**config.mk**
```make
export PLATFORM = sky130hd
export DESIGN_NAME = ram_sdp_init
export DESIGN_NICKNAME = d
export VERILOG_FILES = /design/src/rtl/ram_sdp_init.sv
export SDC_FILE = /design/constraint.sdc
export NUM_CORES = 1
export LEC_CHECK = 0
export ABC_AREA = 1
export BUFFER_PORTS_ARGS = -buffer_cell sky130_fd_sc_hd__buf_2
export CORE_MARGIN = 2
export CORE_UTILIZATION = 41
export DETAILED_ROUTE_END_ITERATION = 6
export PLACE_DENSITY_LB_ADDON = 0.25
export SLEW_MARGIN = 10
export SYNTH_ARGS = -nofsm -noshare
export SYNTH_HDL_FRONTEND = slang
export SYNTH_SLANG_ARGS = --single-unit
```
**constraint.sdc**
```tcl
create_clock -name clk -period 3.3 [get_ports clk]
set_input_delay 0 -clock clk [delete_from_list [all_inputs] [get_ports clk]]
set_output_delay 0 -clock clk [all_outputs]
set_load 0.1 [all_outputs]
```
**src/rtl/ram_sdp_init.sv**
```systemverilog
// Simple dual-port RAM with per-lane write masking, async or sync read and a
// clear sequencer that fills every word with init_value after reset or on request.
//
// state | meaning
// CLEAR | sequencer writes init_value to mem[cptr]; user ports ignored, busy=1
// IDLE  | normal operation; clear=1 re-enters CLEAR from address 0
module ram_sdp_init #(
    parameter int                length     = 8,
    parameter int                locations  = 16,
    parameter int                lane       = 4,
    parameter int                read_mode  = 1,
    parameter int                rdw_mode   = 0,
    parameter logic [length-1:0] init_value = '0,
    localparam int               AW         = (locations > 1) ? $clog2(locations) : 1,
    localparam int               MW         = length / lane
) (
    input  logic              clk,
    input  logic              rst_n,
    input  logic              clear,
    output logic              busy,
    input  logic              we,
    input  logic [AW-1:0]     waddr,
    input  logic [length-1:0] wdata,
    input  logic [MW-1:0]     wmask,
    input  logic              re,
    input  logic [AW-1:0]     raddr,
    output logic [length-1:0] rdata,
    output logic              rvalid
);

    typedef enum logic {CLEAR = 1'b0, IDLE = 1'b1} state_t;

    localparam logic [AW:0]   LOC  = (AW+1)'(locations);
    localparam logic [AW-1:0] LAST = AW'(locations - 1);

    state_t            state;
    logic [AW-1:0]     cptr;
    logic [length-1:0] mem [locations];
    logic              waddr_ok;
    logic              raddr_ok;
    logic              wr_en;
    logic [length-1:0] wmerge;

    assign waddr_ok = ({1'b0, waddr} < LOC);
    assign raddr_ok = ({1'b0, raddr} < LOC);
    assign wr_en    = we && !busy && waddr_ok;

    // Full-word view of a masked write: new lanes where wmask is set, old elsewhere.
    always_comb begin
        wmerge = mem[waddr];
        for (int i = 0; i < MW; i++) begin
            if (wmask[i]) begin
                wmerge[i*lane +: lane] = wdata[i*lane +: lane];
            end
        end
    end

    always_ff @(posedge clk or negedge rst_n) begin
        if (!rst_n) begin
            state <= CLEAR;
            cptr  <= '0;
            busy  <= 1'b1;
        end else begin
            case (state)
                CLEAR: begin
                    if (cptr == LAST) begin
                        state <= IDLE;
                        busy  <= 1'b0;
                        cptr  <= '0;
                    end else begin
                        cptr <= cptr + AW'(1);
                    end
                end
                IDLE: begin
                    if (clear) begin
                        state <= CLEAR;
                        busy  <= 1'b1;
                        cptr  <= '0;
                    end
                end
            endcase
        end
    end

    // The array itself carries no reset; the clear sequence initialises it.
    always_ff @(posedge clk) begin
        if (busy) begin
            mem[cptr] <= init_value;
        end else if (wr_en) begin
            mem[waddr] <= wmerge;
        end
    end

    generate
        if (read_mode == 1) begin : g_sync
            logic [length-1:0] rword;

            always_comb begin
                rword = '0;
                if (raddr_ok) begin
                    if (rdw_mode == 1 && wr_en && waddr == raddr) begin
                        rword = wmerge;
                    end else begin
                        rword = mem[raddr];
                    end
                end
            end

            always_ff @(posedge clk or negedge rst_n) begin
                if (!rst_n) begin
                    rdata  <= '0;
                    rvalid <= 1'b0;
                end else begin
                    rvalid <= re && !busy;
                    if (re && !busy) begin
                        rdata <= rword;
                    end
                end
            end
        end else begin : g_async
            assign rdata  = raddr_ok ? mem[raddr] : '0;
            assign rvalid = re && !busy;
        end
    endgenerate

endmodule

```
==> impl_metrics.py, run 1 <==
metrics = {
    "run_status": {
        "status": "finished, final reports clean",
    },
    "run": {
        "cap_violations": 0,
    },
    "worst_setup_path": {
        "worstPathRequired_ns": 3.37,
        "path_cells": "nor2_2, o21ai_2, nand2_1, o21ai_4, inv_2, nor2_4, nand2_1, nor2_1",
        "startpoint_type": "flop",
        "cp_max_fo": 20,
        "cp.arrival_ns": 2.39,
        "cp_top_family": "simple AND/OR/NAND/NOR gates",
        "slowest_delay_ns": 0.58,
        "crit_type": "reg2reg",
        "end_kind": "flop",
        "slowest_stage": "dfstp_2",
        "critPathBufInv": 1,
        "cpMostUsedCell": "nand2_1",
    },
    "timing": {
        "rsz0062_at_grt": "no",
        "period_minus_slack_ns": 2.32,
        "skew_ns": 0.00769,
        "fmax_mhz": 432,
        "worst_pin_slew_ns": 1.07,
        "hold_viol": 0,
        "slew_headroom": 0.284,
        "tns_ns": 0,
        "setup_viol": 0,
        "period_share": 0.702,
        "slew_violations": 0,
        "fin_ws_ns": 0.984,
    },
    "detailed_routing": {
        "route.detailed.drc": 0,
        "drt-met1-wl_um": 6070,
        "drt-pass1-iter-count": 5,
        "dr_total_vias": 4217,
        "wl_met3_um": 639,
        "wl_met2_um": 6830,
        "dr.max_layer_used": "met4",
        "via_per_inst": 5.19,
        "drtIter0Drc": 484,
        "post_drt_wl_per_cell_um": 17.1,
        "wl_um": 13900,
        "ant_nets": 0,
    },
    "grt": {
        "grt.overflow.total": 0,
        "grtUsageTotal": 0.186,
        "antenna_found_initial": 0,
        "grt_pass1_vias": 4181,
        "grt_max_degree": 65,
        "grt_pass1_wl_um": 22300,
    },
    "placed_design": {
        "pre_cts_ws_ns": 0.962,
        "dp_hpwl_um": 9380,
        "place_congestion": 0.833,
        "port-buffer-count": 32,
    },
    "synth": {
        "synthCells": 581,
        "ys_ff_latch": 143,
        "netlist_area_um2": 6110,
        "yosysUniqueCellTypes": 25,
        "syn_nets": 605,
        "yosys_warnings": 0,
        "syn_avg_cell_area_um2": 10.5,
        "seq_area_frac_synth": 0.690,
    },
    "cells_and_area": {
        "area_delta_synth_final_pct": 15.9,
        "seqCellArea_um2": 4220,
        "fillerInstances": 1348,
        "drive_gt1_frac": 0.140,
        "nets": 642,
        "n_antenna_cell": 0,
        "multi_input_area_um2": 1670,
    },
    "clocking": {
        "cts_tree": "yes",
        "cts-htree-levels": 4,
        "cts-root-buf": "clkbuf_16",
        "clock-sinks": 143,
        "clk-insertion-delay-late_ns": 0.42,
        "cts_buffer_depth": 2,
        "post_cts_buffers": 0,
        "cts.clk_slew.worst_paths_ns": 0.06,
        "numCtsBuffers": 17,
    },
    "power": {
        "power_density_nw_per_um2": 836,
        "p_leak_nw": 2.88,
        "ir_worst_vdd_mv": 0.427,
    },
    "floorplanning": {
        "dieArea_um2": 15900,
        "core_region_area_um2": 14500,
        "io_pins": 33,
        "die_h_um": 126,
        "num_rows": 44,
        "die-width_um": 126,
        "initial_utilization": 0.421,
    },
    "min_path": {
        "hold_path_class": "in2async",
    },
}
-- registers in the layout (all words and copies together) (netlist names) --
name / cells
busy: 1
cptr: 4
state: 1
mem: 128
rvalid: 1
rdata: 8
-- placed cells by master (no fill, tap or decap), types with 2 or more instances in the layout --
cell             n
buf_4           12
nor2_2           5
nand2_1        219
clkinvlp_4       4
dlygate4sd3_1    2
inv_1           20
nand3_1         99
edfxtp_1       128
nor2_4           2
clkinv_1         4
nor2_1          42
o22ai_1          2
clkbuf_16       17
o21ai_2          5
dfrtp_1         14
inv_2            3
o21ai_0          4
a21oi_1          2
bufinv_16        4
buf_2           32
-- synth_stat cells (all sizes together) --
cell    count  share of area
o21ai      11          0.014
xor2        1         0.0014
inv        23          0.014
o22ai       2         0.0020
a21oi       2         0.0016
clkinv      1        0.00061
nor2       49          0.035
or2         1         0.0010
nand3      99          0.081
clkbuf     12         0.0074
nand2     219           0.13
dfrtp      14          0.057
buf        16          0.014
dfstp       1         0.0043
edfxtp    128           0.63
xnor2       1         0.0014
ha          1         0.0020
-- logic make-up after synthesis --
logic type      share of synthesized area
simple gates                        0.251
xor+xnor                          0.00287
flops                               0.690
buf+inv                            0.0360
fa+ha+maj                         0.00205
compound gates                     0.0176
-- path summary, 6_finish.rpt --
| kind | endpoint | slack (ns) | cells past startpoint | startpoint |
|---|---|---|---|---|
| worst max-delay path | mem[0][2] | 0.98 | 8 | busy |
| worst min-delay path | rdata[6] | 0.02 | 2 | rst_n |
| worst max register to register | mem[0][2] | 0.98 | 8 | busy |
| worst min register to register | rdata[2] | 0.48 | 2 | rdata[2] |
| max in group asynchronous | busy | 2.98 | 2 | rst_n |
| min in group clk | rdata[1] | 0.02 | 4 | re |
-- final cells by class --
type                            count  share of cell area
Clock buffer                       18              0.0606
Clock inverter                     12              0.0240
Inverter                           24              0.0127
Multi-Input combinational cell    386               0.236
Sequential cell                   143               0.596
Tap cell                          184              0.0325
Timing Repair Buffer               46              0.0382
-- report_power, final --
| part | leakage [nW] | switching, W | internal (W) |
|---|---|---|---|
| Sequential | 1.37 | 0.000125 | 0.00240 |
| Combinational | 1.23 | 0.00113 | 0.000315 |
| Clock | 0.277 | 0.000701 | 0.00125 |
| Total | 2.88 | 0.00196 | 0.00396 |
-- metrics by stage --
stage / cells / instance area [µm²] / util / hold WS (ns) / power, W
2_1_floorplan: 581 / 6110 / - / -0.296 / 0.00363
3_3_place_gp: 781 / 6460 / 0.445 / -0.0881 / 0.00399
3_5_place_dp: 781 / 6460 / 0.445 / -0.0795 / 0.00401
4_1_cts: 813 / 7080 / 0.487 / 0.000520 / 0.00596
5_1_grt: 813 / 7080 / 0.487 / 0.0428 / 0.00620
6_report: 813 / 7080 / 0.487 / 0.0151 / 0.00592
-- per-layer routing --
layer | track usage | vias to the layer above
met5 | 0 | -
met4 | 0.0827 | 0
met3 | 0.0412 | 22
met2 | 0.297 | 115
met1 | 0.245 | 2050
li1 | - | 2030
-- timing repair --
action / CTS / global route
gates resized for setup: 0 / 0
hold endpoints to repair: 21 / 0
hold buffers: 2 / 0
Power figures use the tool's default switching activity.
==> inputs of run 2 (changes only) <==
Clock period 3.3 ns to 2 ns, I/O delays scaled along.
==> impl_metrics.py, run 2 (synthesis results as in run 1) <==
metrics = {
    "worst_setup_path": {
        "r2r_cells": 9,
        "crit_type": "reg2reg",
        "r2r_end": "mem[0][0]",
        "cp.arrival_ns": 2.18,
        "slowest_delay_ns": 0.49,
        "r2r_start": "busy",
        "ff2ff_setup_slack_ns": -0.05,
        "slowest_stage": "dfstp_4",
        "end_kind": "flop",
        "startpoint_type": "flop",
        "worstPathRequired_ns": 2.13,
        "cpMostUsedCell": "nor2_4",
        "path_cells": "nor2_4, o21ai_4, buf_6, o21ai_4, inv_2, nor2_4, nand2_4, nor2_4, buf_6",
        "cp_max_fo": 7,
    },
    "power": {
        "clkPwrFrac": 0.308,
        "totalPowerFinal_w": 0.0107,
        "swShare": 0.339,
        "power.switching_w": 0.00363,
        "p_comb_frac": 0.302,
        "power_density_nw_per_um2": 1390,
        "p_int_w": 0.00707,
        "seqPwrFrac": 0.390,
        "ir_worst_vdd_mv": 0.668,
        "p_leak_nw": 3.15,
    },
    "detailed_routing": {
        "dr_total_vias": 4321,
        "wl_um": 14400,
        "via_per_inst": 5.08,
        "drtIter0Drc": 381,
        "ant_nets": 0,
        "drt-pass1-iter-count": 5,
        "route.detailed.drc": 0,
        "post_drt_wl_per_cell_um": 16.9,
    },
    "cells_and_area": {
        "top_regs": "mem (128), rdata (8), cptr (4)",
        "fillerInstances": 1262,
        "area_delta_synth_final_pct": 25.7,
        "drive_gt1_frac": 0.250,
        "n_antenna_cell": 0,
        "largest_reg_flops": 128,
        "seqCellArea_um2": 4220,
        "nets": 678,
        "final_core_util": 0.529,
        "final_common_cell": "nand2_1",
        "largest-register": "mem",
        "mostFrequentLayoutCells": "nand2_1, edfxtp_1, nand3_1, buf_4, buf_2",
        "multi_input_area_um2": 1910,
    },
    "timing": {
        "period_share": 1.02,
        "slew_headroom": 0.539,
        "rsz0062_at_grt": "yes",
        "setup_viol": 32,
        "period_minus_slack_ns": 2.05,
        "slew_violations": 0,
        "fin_ws_ns": -0.0487,
        "worst_pin_slew_ns": 0.692,
        "skew_ns": 0.00628,
        "hold_viol": 0,
        "fmax_mhz": 488,
    },
    "run_status": {
        "status": "finished with violations",
        "violations": "setup timing",
    },
    "clocking": {
        "cts.clk_slew.worst_paths_ns": 0.06,
        "cts_buffer_depth": 2,
        "cts-root-buf": "clkbuf_16",
        "clock-sinks": 143,
        "clk-insertion-delay-late_ns": 0.41,
        "cts_tree": "yes",
        "numCtsBuffers": 17,
        "cts-htree-levels": 4,
    },
    "floorplanning": {
        "num_rows": 44,
        "io_pins": 33,
        "die-width_um": 126,
        "core_region_area_um2": 14500,
        "dieArea_um2": 15900,
        "initial_utilization": 0.421,
        "die_h_um": 126,
    },
    "grt": {
        "antenna_found_initial": 0,
        "grt_pass1_vias": 4232,
        "grt.overflow.total": 0,
        "grt_max_degree": 65,
        "grt_pass1_wl_um": 22500,
        "grtUsageTotal": 0.186,
    },
    "placed_design": {
        "port-buffer-count": 32,
        "dp_hpwl_um": 9450,
        "place_congestion": 0.878,
    },
    "min_path": {
        "hold_path_class": "in2async",
    },
    "run": {
        "cap_violations": 0,
    },
}
run 2: worst max-delay path by stage:
| stage | start | endpoint | cells past startpoint |
|---|---|---|---|
| 6_report | busy | mem[0][0] | 9 |
| 5_1_grt | busy | mem[0][3] | 9 |
| 4_1_cts | busy | mem[2][3] | 4 |
| 3_5_place_dp | busy | mem[11][1] | 8 |
| 3_3_place_gp | busy | mem[15][4] | 3 |
| 2_1_floorplan | busy | mem[8][0] | 9 |
run 2: routing by layer:
| metal | vias up | wire, µm | GRT usage |
|---|---|---|---|
| li1 | 2103 | - | - |
| met1 | 2118 | 6230 | 0.247 |
| met2 | 86 | 7310 | 0.313 |
| met3 | 14 | 678 | 0.0404 |
| met4 | 0 | 179 | 0.0491 |
| met5 | - | 0 | 0 |
run 2: timing repair:
item | 4_1_cts | 5_1_grt
setup buffers | 0 | 5
endpoints found under the setup margin | 101 | 118
gates resized for setup | 18 | 55
hold endpoints to repair | 22 | 0
hold buffers | 3 | 0
pin swaps | 1 | 18
run 2: critical path, delay by kind of cell, from the launching register on:
kind / cells / cell delay [ns]
AOI/OAI and AO/OA: 2 / 0.29
buffers and inverters: 3 / 0.35
DFF: 1 / 0.49
and+or+nand+nor: 4 / 0.63
run 2: metrics by stage:
stage	setup slack, ns	TNS, ns	hold WS, ns	instances	instance area [µm²]
5_1_grt	-0.117	-5.79	0.0494	851	7680
2_1_floorplan	-0.0481	-4.27	-0.296	581	6120
3_5_place_dp	-0.0998	-3.19	-0.0685	811	6710
6_report	-0.0487	-0.688	0.0249	851	7680
3_3_place_gp	-0.457	-27.96	-0.0835	810	6690
4_1_cts	0.0171	0	0.0211	846	7430
run 2: area by class of cell:
cell class / instances / share of cell area
multi-input cells: 386 / 0.249
flip-flops and latches: 143 / 0.550
clock inverters: 11 / 0.0213
repair buffers: 82 / 0.0787
inverters: 24 / 0.0117
clock buffers: 21 / 0.0599
well taps: 184 / 0.0300
run 2: power by group through the flow:
stage / Sequential, W / Clock (W) / Combinational (W)
after detailed placement: 0.00422 / 0 / 0.00267
final: 0.00417 / 0.00329 / 0.00323
after global routing: 0.00422 / 0.00348 / 0.00346
after global placement: 0.00421 / 0 / 0.00259
after floorplan: 0.00481 / 0 / 0.00121
after CTS: 0.00417 / 0.00333 / 0.00279
